===== src/rtl/instr_fetch_unit_pkg.sv =====
// Shared definitions for the instruction fetch unit: fetch-state encoding,
// PC step size, instruction width and opcode field position.
package instr_fetch_unit_pkg;

  typedef enum logic [1:0] {
    FETCH,
    DRAIN,
    VALID,
    HALT
  } fetch_state_t;

  localparam int PC_STEP    = 4;
  localparam int INSTR_W    = 32;
  localparam int OPCODE_MSB = 31;
  localparam int OPCODE_LSB = 26;

  function automatic logic [OPCODE_MSB-OPCODE_LSB:0] opcode_of(input logic [INSTR_W-1:0] word);
    return word[OPCODE_MSB:OPCODE_LSB];
  endfunction

endpackage


===== src/rtl/instr_fetch_unit_packer.sv =====
// Four byte slots assembled big-endian into one instruction word:
// slot 0 lands in [31:24], slot 3 in [7:0].
module instr_byte_packer
  import instr_fetch_unit_pkg::*;
(
  input  logic               clk,
  input  logic               reset,
  input  logic               clear,
  input  logic               wr_en,
  input  logic [1:0]         slot,
  input  logic [7:0]         wr_data,
  output logic [INSTR_W-1:0] word
);

  logic [7:0] slots [4];

  always_ff @(posedge clk) begin
    if (reset || clear) begin
      for (int i = 0; i < 4; i++) begin
        slots[i] <= '0;
      end
    end else if (wr_en) begin
      slots[slot] <= wr_data;
    end
  end

  assign word = {slots[0], slots[1], slots[2], slots[3]};

endmodule


===== src/rtl/instr_fetch_unit.sv =====
// Instruction fetch: reads four bytes from a synchronous byte memory, presents
// the assembled word over valid/ready and owns the program counter.
module instr_fetch_unit
  import instr_fetch_unit_pkg::*;
#(
  parameter int PC_W   = 8,
  parameter int PC_END = 44
) (
  input  logic               clk,
  input  logic               reset,
  output logic               mem_rd,
  output logic [PC_W-1:0]    mem_addr,
  input  logic [7:0]         mem_rdata,
  output logic [INSTR_W-1:0] instr,
  output logic [PC_W-1:0]    instr_pc,
  output logic               instr_valid,
  input  logic               instr_ready,
  input  logic               redirect,
  input  logic [PC_W-1:0]    redirect_pc,
  output logic               align_err,
  output logic               halted
);

  fetch_state_t    state;
  logic [1:0]      cnt;
  logic [PC_W-1:0] fetch_pc;

  logic            pack_wr;
  logic [1:0]      pack_slot;
  logic [PC_W-1:0] step_pc;
  logic [PC_W:0]   step_pc_wide;
  logic [PC_W-1:0] redirect_aligned;

  // Read data trails the strobe by one cycle, so the slot written is one behind cnt.
  assign pack_wr   = !redirect && ((state == FETCH && cnt != 2'd0) || state == DRAIN);
  assign pack_slot = (state == DRAIN) ? 2'd3 : cnt - 2'd1;

  assign step_pc          = fetch_pc + PC_W'(PC_STEP);
  assign step_pc_wide     = {1'b0, fetch_pc} + (PC_W+1)'(PC_STEP);
  assign redirect_aligned = {redirect_pc[PC_W-1:2], 2'b00};

  assign mem_rd   = !reset && (state == FETCH);
  assign mem_addr = reset ? '0 : fetch_pc + PC_W'(cnt);

  instr_byte_packer u_packer (
    .clk     (clk),
    .reset   (reset),
    .clear   (redirect),
    .wr_en   (pack_wr),
    .slot    (pack_slot),
    .wr_data (mem_rdata),
    .word    (instr)
  );

  // Redirect overrides every state, including a same-cycle handshake in VALID.
  always_ff @(posedge clk) begin
    if (reset) begin
      state       <= FETCH;
      cnt         <= 2'd0;
      fetch_pc    <= '0;
      instr_pc    <= '0;
      instr_valid <= 1'b0;
      align_err   <= 1'b0;
      halted      <= 1'b0;
    end else if (redirect) begin
      state       <= FETCH;
      cnt         <= 2'd0;
      fetch_pc    <= redirect_aligned;
      instr_valid <= 1'b0;
      halted      <= 1'b0;
      align_err   <= (redirect_pc[1:0] != 2'b00);
    end else begin
      align_err <= 1'b0;
      case (state)
        FETCH: begin
          cnt <= cnt + 2'd1;
          if (cnt == 2'd3) begin
            state <= DRAIN;
          end
        end
        DRAIN: begin
          cnt         <= 2'd0;
          instr_pc    <= fetch_pc;
          instr_valid <= 1'b1;
          state       <= VALID;
        end
        VALID: begin
          if (instr_ready) begin
            fetch_pc    <= step_pc;
            instr_valid <= 1'b0;
            cnt         <= 2'd0;
            // Halt check uses the unwrapped next PC so a wrap past the top also halts.
            if (step_pc_wide >= (PC_W+1)'(PC_END)) begin
              state  <= HALT;
              halted <= 1'b1;
            end else begin
              state <= FETCH;
            end
          end
        end
        HALT: begin
          halted <= 1'b1;
        end
        default: begin
          state <= FETCH;
          cnt   <= 2'd0;
        end
      endcase
    end
  end

endmodule

===== config.mk =====
export PLATFORM = sky130hd
export DESIGN_NAME = instr_fetch_unit
export DESIGN_NICKNAME = d
export VERILOG_FILES = /design/src/rtl/instr_fetch_unit_pkg.sv /design/src/rtl/instr_fetch_unit_packer.sv /design/src/rtl/instr_fetch_unit.sv
export SDC_FILE = /design/constraint.sdc
export NUM_CORES = 1
export LEC_CHECK = 0
export ABC_CLOCK_PERIOD_IN_PS = 5000
export BUFFER_PORTS_ARGS = -buffer_cell sky130_fd_sc_hd__buf_2
export CAP_MARGIN = 20
export CORE_MARGIN = 5
export CORE_UTILIZATION = 55
export CTS_CLUSTER_DIAMETER = 150
export CTS_CLUSTER_SIZE = 30
export DETAILED_ROUTE_END_ITERATION = 16
export PLACE_DENSITY_LB_ADDON = 0.05
export SKIP_LAST_GASP = 1
export SYNTH_ARGS = -nofsm -noshare
export SYNTH_HDL_FRONTEND = slang
export SYNTH_HIERARCHICAL = 1
export SYNTH_SLANG_ARGS = --single-unit
export TNS_END_PERCENT = 1

===== constraint.sdc =====
create_clock -name clk -period 5 [get_ports clk]
set_clock_uncertainty 0.2 [all_clocks]
set_input_delay 0.75 -clock clk [delete_from_list [all_inputs] [get_ports clk]]
set_output_delay 0.75 -clock clk [all_outputs]
set_load 0.05 [all_outputs]

==> impl_metrics.yaml, run 1 <==
floorplan:
  die-area_mm2: 0.005928
  num_rows: 24
  chipWidth_um: 77.00
  die_y_um: 77.00
  floorplan.core_area_mm2: 0.004354
  initial_core_util: 0.5670
  ios: 72
worst_setup_path:
  critPathMaxFanout: 13
  worst_setup_path_end_kind: "flop"
  arrival_ps: 2930
  largest_stage_delay_on_the_critical_path_ps: 690
  critPathSlowestCell: "sky130_fd_sc_hd__o21ai_0"
  crit_path_cell_trace: "inv_1 -> ha_1 -> a21oi_1 -> nor2_1 -> nand2b_1 -> o21ai_0 -> clkbuf_2"
  timing.setup.critical_path_class: "reg2reg"
  critical_path_required_ps: 4830
  crit_path_start_kind: "flop"
  kind_of_cell_adding_the_most_delay_to_the_critical_path: "simple AND/OR/NAND/NOR gates"
  critical_path_buf_inv_count: 2
synthesis:
  ys_async_sr_fraction: 0
  synth.yosys.seq_area_share: 0.5433
  synthCells: 225
  yosys_warnings: 6
  average_instance_area_after_synthesis_um2: 10.97
  synth_area_mm2: 0.002469
  synthDominantCellAreaShare: 0.3893
  ys_types: 41
  yosys-top-cells-area: "sky130_fd_sc_hd__edfxtp_1 39%, sky130_fd_sc_hd__dfxtp_1 15%, sky130_fd_sc_hd__and3_1 5.6%, sky130_fd_sc_hd__ha_1 4.6%, sky130_fd_sc_hd__nor3_2 4.1%"
  synth_area_leader_cell: "sky130_fd_sc_hd__edfxtp_1"
  ys_seq_elements: 51
  dominantRegCellSynth: "sky130_fd_sc_hd__edfxtp_1"
  synth_enable_flop_cells: 32
placed_design:
  io_buffers: 69
  gpl.final_weighted_congestion: 0.8252
  dp.final_hpwl_um: 3930
  place_worst_setup_slack_ps: 1517
timing:
  post-route-period-util: 0.6214
  max-slew-margin-rel: 0.2860
  rsz0062_at_grt: "false"
  max_slew.worst_pin.slew_ps: 1060
  final_setup_violations: 0
  finalMaxSlewViolations: 0
  hold_ws_ps: 294.5
  setup-tns-final_ps: 0
  layout_min_cycle_time_ps: 3107
  worst_slack_ps: 1893
  hold_viol_final: 0
  max_freq_mhz: 321.9
cts:
  cts_resized: 0
  tritoncts: "built"
  root_buffer: "sky130_fd_sc_hd__clkbuf_8"
  max-clock-path-buffers: 2
  clock-sinks: 51
  clock_tree.htree_level_count: 2
  cts_buffers: 5
  clock_latency_ps: 310
  ctsHoldBuffers: 0
  postCtsSetupRepairBufs: 0
  cts.clk_slew.worst_paths_ps: 100
pwr:
  power.total_w: 0.0008650
  pwr_density_cell_mw_per_mm2: 296.3
  total_leakage_power_nw: 1.366
  ir_worst_vdd_mv: 0.1773
drt:
  detailedRoute.firstIterationViolations: 136
  drt.antenna.violating_nets: 0
  route.detailed.vias_per_inst: 5.455
  drt_wl_total_um: 5229
  routed_wire_length_per_instance_um: 15.24
  residual_drc: 0
  firstDrtPassIters: 5
  routed-via-count: 1871
layout:
  n_antenna_cell: 0
  layout_cells_sized_above_1: 0.3230
  nNetsFinal: 319
  n_fill_cell: 348
  area_delta_synth_final_pct: 18.25
global_route:
  pin_count_of_the_biggest_net_entering_global_routing: 32
  first_global_vias: 1796
  gr-usage-met1: 0.2235
  grt-busiest-layer: "met2"
  global_route.usage.met3: 0.04450
  antenna_found_initial: 0
  overflow: 0
  grt_first_pass_wirelength_um: 8625
  use_met2: 0.3014
  gr_usage_total: 0.1783
outcome:
  result_of_the_run: "finished clean"
job:
  max-cap-violations: 0
min_path:
  min_delay_path_class: "reg2reg"
where the power goes:
group	leakage, nW	switching [W]	internal (W)
clock network	0.0474	0.000141	0.000113
registers	0.512	0.0000101	0.000463
logic	0.806	0.000107	0.0000317
total	1.37	0.000258	0.000607
cell usage after synthesis, drive strengths merged, types with 2 or more instances:
library cell / count
nand3: 4
a311oi: 3
xnor2: 3
dfxtp: 19
a31oi: 2
ha: 9
mux2i: 8
or3: 2
clkbuf: 6
and3: 22
buf: 9
inv: 16
nor3: 15
nand2b: 3
edfxtp: 32
xor2: 3
o21ai: 7
a21oi: 7
nand2: 7
a211oi: 3
nor2: 20
nor2b: 12
per-stage QoR:
step	util	instances	area (um^2)
CTS	0.6664	340	2902
global placement	0.6437	332	2803
finish	0.6704	343	2919
detailed placement	0.6437	332	2803
global route	0.6704	343	2919
floorplan	-	226	2472
tightest hold or removal path: stages (launching register included):
cell and delay (ps):
sky130_fd_sc_hd__dfxtp_1 330, sky130_fd_sc_hd__o21ai_0 80, sky130_fd_sc_hd__o41ai_1 60
cells in the final DEF, fill, tap and decap left out, types with 2 or more instances in the layout:
cell	instances
sky130_fd_sc_hd__nor2_1	20
sky130_fd_sc_hd__o21ai_0	7
sky130_fd_sc_hd__a311oi_1	3
sky130_fd_sc_hd__mux2i_1	8
sky130_fd_sc_hd__nor3_1	5
sky130_fd_sc_hd__conb_1	2
sky130_fd_sc_hd__nor2b_1	12
sky130_fd_sc_hd__ha_1	9
sky130_fd_sc_hd__or3_1	2
sky130_fd_sc_hd__dfxtp_1	19
sky130_fd_sc_hd__nand2_1	6
sky130_fd_sc_hd__edfxtp_1	32
sky130_fd_sc_hd__clkbuf_8	6
sky130_fd_sc_hd__a211oi_1	3
sky130_fd_sc_hd__inv_1	16
sky130_fd_sc_hd__buf_2	70
sky130_fd_sc_hd__xor2_1	3
sky130_fd_sc_hd__nor3_2	10
sky130_fd_sc_hd__nand2b_1	3
sky130_fd_sc_hd__xnor2_1	3
sky130_fd_sc_hd__nand3_1	3
sky130_fd_sc_hd__a31oi_1	2
sky130_fd_sc_hd__and3_1	22
sky130_fd_sc_hd__a21oi_1	7
cell type report:
class / count / area (um^2) / area share
tap: 52 / 65.06 / 0.02229
clock buffer: 6 / 82.58 / 0.02829
inverter: 17 / 63.81 / 0.02186
clock inverter: 2 / 16.27 / 0.005572
timing repair buffer: 72 / 362.8 / 0.1243
sequential: 51 / 1341 / 0.4595
multi-input combinational: 143 / 987.2 / 0.3382
worst paths after layout:
check	slack [ps]	end	from	cells past startpoint
worst min register to register	290	halted	halted	2
worst max-delay path	1890	u_packer/slots[1][5]	state[1]	7
worst min-delay path	290	halted	halted	2
worst max register to register	1890	u_packer/slots[1][5]	state[1]	7
flip-flops by register name, summed over array words and instances (netlist names):
signal / cells
u_packer/slots: 32
fetch_pc: 6
instr_pc: 6
cnt: 2
state: 2
align_err: 1
halted: 1
instr_valid: 1
layer usage:
metal	vias up	wire length, um
met3	8	373
met5	-	0
li1	918	-
met2	60	2580
met4	0	66
met1	885	2209
cell families (layout without fill, tap and decap cells):
family / count (synthesis) / in the layout / share of synthesized area
xor+xnor: 6 / 6 / 0.02129
fa+ha+maj: 9 / 9 / 0.04562
buf+inv: 32 / 97 / 0.05828
other cells: 1 / 2 / 0.001519
flops: 51 / 51 / 0.5433
simple gates: 91 / 91 / 0.2250
mux: 8 / 8 / 0.03244
compound gates: 27 / 27 / 0.07248
Note: power is estimated with default switching activity, not from simulation.
==> inputs of run 2 (changes only) <==
--- a/config.mk
+++ b/config.mk
@@ -5,11 +5,11 @@
 export SDC_FILE = /design/constraint.sdc
 export NUM_CORES = 1
 export LEC_CHECK = 0
-export ABC_CLOCK_PERIOD_IN_PS = 5000
+export ABC_CLOCK_PERIOD_IN_PS = 2500
 export BUFFER_PORTS_ARGS = -buffer_cell sky130_fd_sc_hd__buf_2
 export CAP_MARGIN = 20
 export CORE_MARGIN = 5
-export CORE_UTILIZATION = 55
+export CORE_UTILIZATION = 46
 export CTS_CLUSTER_DIAMETER = 150
 export CTS_CLUSTER_SIZE = 30
 export DETAILED_ROUTE_END_ITERATION = 16
==> constraint.sdc (replaced) <==
create_clock -name clk -period 2.5 [get_ports clk]
set_clock_uncertainty 0.2 [all_clocks]
set_input_delay 0.375 -clock clk [delete_from_list [all_inputs] [get_ports clk]]
set_output_delay 0.375 -clock clk [all_outputs]
set_load 0.05 [all_outputs]
==> impl_metrics.yaml, run 2 (synthesis results as in run 1) <==
outcome:
  result_of_the_run: "finished clean"
timing:
  rsz0062_at_grt: "false"
  final_setup_violations: 0
  setup-tns-final_ps: 0
  layout_min_cycle_time_ps: 2133
  max_freq_mhz: 468.8
  post-route-period-util: 0.8532
  hold_viol_final: 0
  finalMaxSlewViolations: 0
min_path:
  min_delay_path_class: "in2reg"
  worst_hold_endpoint: "fetch_pc[3]"
  hold_path.startpoint: "redirect_pc[3]"
  min_path_cells: 3
pwr:
  total_leakage_power_nw: 1.403
  ir_worst_vdd_mv: 0.2966
  pwr_density_cell_mw_per_mm2: 596.9
worst_setup_path:
  worst-path-stages: 8
  critical_path_required_ps: 2310
  worstSetupStartpoint: "cnt[0]"
  timing.setup.critical_path_class: "reg2reg"
  worst_path_most_repeated_cell: "sky130_fd_sc_hd__inv_1"
  worst-r2r-cell-count: 8
  critPathMaxFanout: 13
  worst_setup_path_end_kind: "flop"
  timing.rr.end: "u_packer/slots[1][3]"
  crit-reg2reg-launch: "cnt[0]"
  kind_of_cell_adding_the_most_delay_to_the_critical_path: "simple AND/OR/NAND/NOR gates"
  critical_path_buf_inv_count: 3
  critPathSlowestCell: "sky130_fd_sc_hd__dfxtp_1"
  crit_path_cell_trace: "inv_1 -> ha_1 -> inv_1 -> a21oi_1 -> nor2_2 -> nand2b_1 -> o21ai_0 -> buf_4"
  largest_stage_delay_on_the_critical_path_ps: 400
  crit_path_start_kind: "flop"
  r2r_setup_slack_ps: 370
  arrival_ps: 1940
drt:
  drt_wl_total_um: 5141
  detailedRoute.firstIterationViolations: 66
  route.detailed.vias_per_inst: 4.995
  residual_drc: 0
  routed-via-count: 1828
  drt.antenna.violating_nets: 0
  routed_wire_length_per_instance_um: 14.05
  firstDrtPassIters: 4
global_route:
  overflow: 0
  pin_count_of_the_biggest_net_entering_global_routing: 22
  antenna_found_initial: 0
  gr_usage_total: 0.1503
  first_global_vias: 1710
  grt_first_pass_wirelength_um: 8597
layout:
  top_regs: "u_packer/slots x32, fetch_pc x6, instr_pc x6"
  max_flop_register: "u_packer/slots"
  area_delta_synth_final_pct: 21.54
  layout_common_cells: "69 x sky130_fd_sc_hd__buf_2, 32 x sky130_fd_sc_hd__edfxtp_1, 22 x sky130_fd_sc_hd__and3_1, 19 x sky130_fd_sc_hd__nor2_1, 19 x sky130_fd_sc_hd__dfxtp_1"
  layout.cells.most_common: "sky130_fd_sc_hd__buf_2"
  layout_cells_sized_above_1: 0.3378
  n_antenna_cell: 0
  largest_register_ff_count: 32
  nNetsFinal: 324
  final_area_mm2: 0.003000
floorplan:
  die_y_um: 83.26
  initial_core_util: 0.4773
  num_rows: 26
  die-area_mm2: 0.006931
  floorplan.core_area_mm2: 0.005172
  ios: 72
  chipWidth_um: 83.26
cts:
  root_buffer: "sky130_fd_sc_hd__clkbuf_8"
  postCtsSetupRepairBufs: 0
  cts.clk_slew.worst_paths_ps: 90
  cts_buffers: 5
  clock_latency_ps: 290
  clock_tree.htree_level_count: 2
  max-clock-path-buffers: 2
  clock-sinks: 51
  tritoncts: "built"
placed_design:
  placedInstanceArea_mm2: 0.002885
  dp.final_hpwl_um: 3937
  io_buffers: 69
  gpl.final_weighted_congestion: 0.8029
job:
  max-cap-violations: 0
-- run 2: cell type report --
class	count	area, um^2
Timing Repair Buffer	77	405.4
Inverter	17	63.81
Fill cell	461	2172
Sequential cell	51	1341
Tap cell	70	87.58
Clock buffer	5	68.82
Multi-Input combinational cell	143	989.7
Clock inverter	3	43.79
-- run 2: repair_timing --
action / CTS / global route
setup endpoints to repair: 0 / 24
hold buffers: 0 / 0
gates resized for setup: 0 / 1
-- run 2: through the flow --
stage               hold slack (ps)  power, W  setup WS, ps    util  std cells
floorplan                     313.4  0.001173         52.62       -        226
global placement              273.4  0.001248         300.0  0.5578        358
detailed placement            276.2  0.001248         242.1  0.5578        358
CTS                           99.73  0.001808         217.2  0.5796        366
global route                  119.8  0.001873         182.9  0.5801        366
finish                        110.8  0.001791         366.9  0.5801        366
-- run 2: worst max-delay path by stage --
stage	endpoint	slack (ps)
after floorplan	u_packer/slots[0][0]	50
after global routing	u_packer/slots[1][7]	180
final	u_packer/slots[1][3]	370
after global placement	u_packer/slots[0][1]	300
after detailed placement	u_packer/slots[1][3]	240
after CTS	u_packer/slots[1][3]	220
-- run 2: per-layer routing --
layer  track usage  up-vias  routed length [um]
li1              -      925                   -
met1        0.1952      849                2298
met2        0.2507       52                2492
met3       0.04158        2                 326
met4       0.03120        0                  23
met5             0        -                   0
-- run 2: worst min-delay path: cells and delay by family --
family | cells | cell delay [ps]
buffers and inverters | 1 | 80
AOI/OAI and AO/OA | 1 | 50
and+or+nand+nor | 1 | 70
-- run 2: report_power, final --
group	switching (W)	internal, W	leakage, nW
Sequential	0.0000204	0.000925	0.512
Combinational	0.000214	0.0000679	0.832
Clock	0.000266	0.000298	0.0581
Total	0.000500	0.00129	1.40
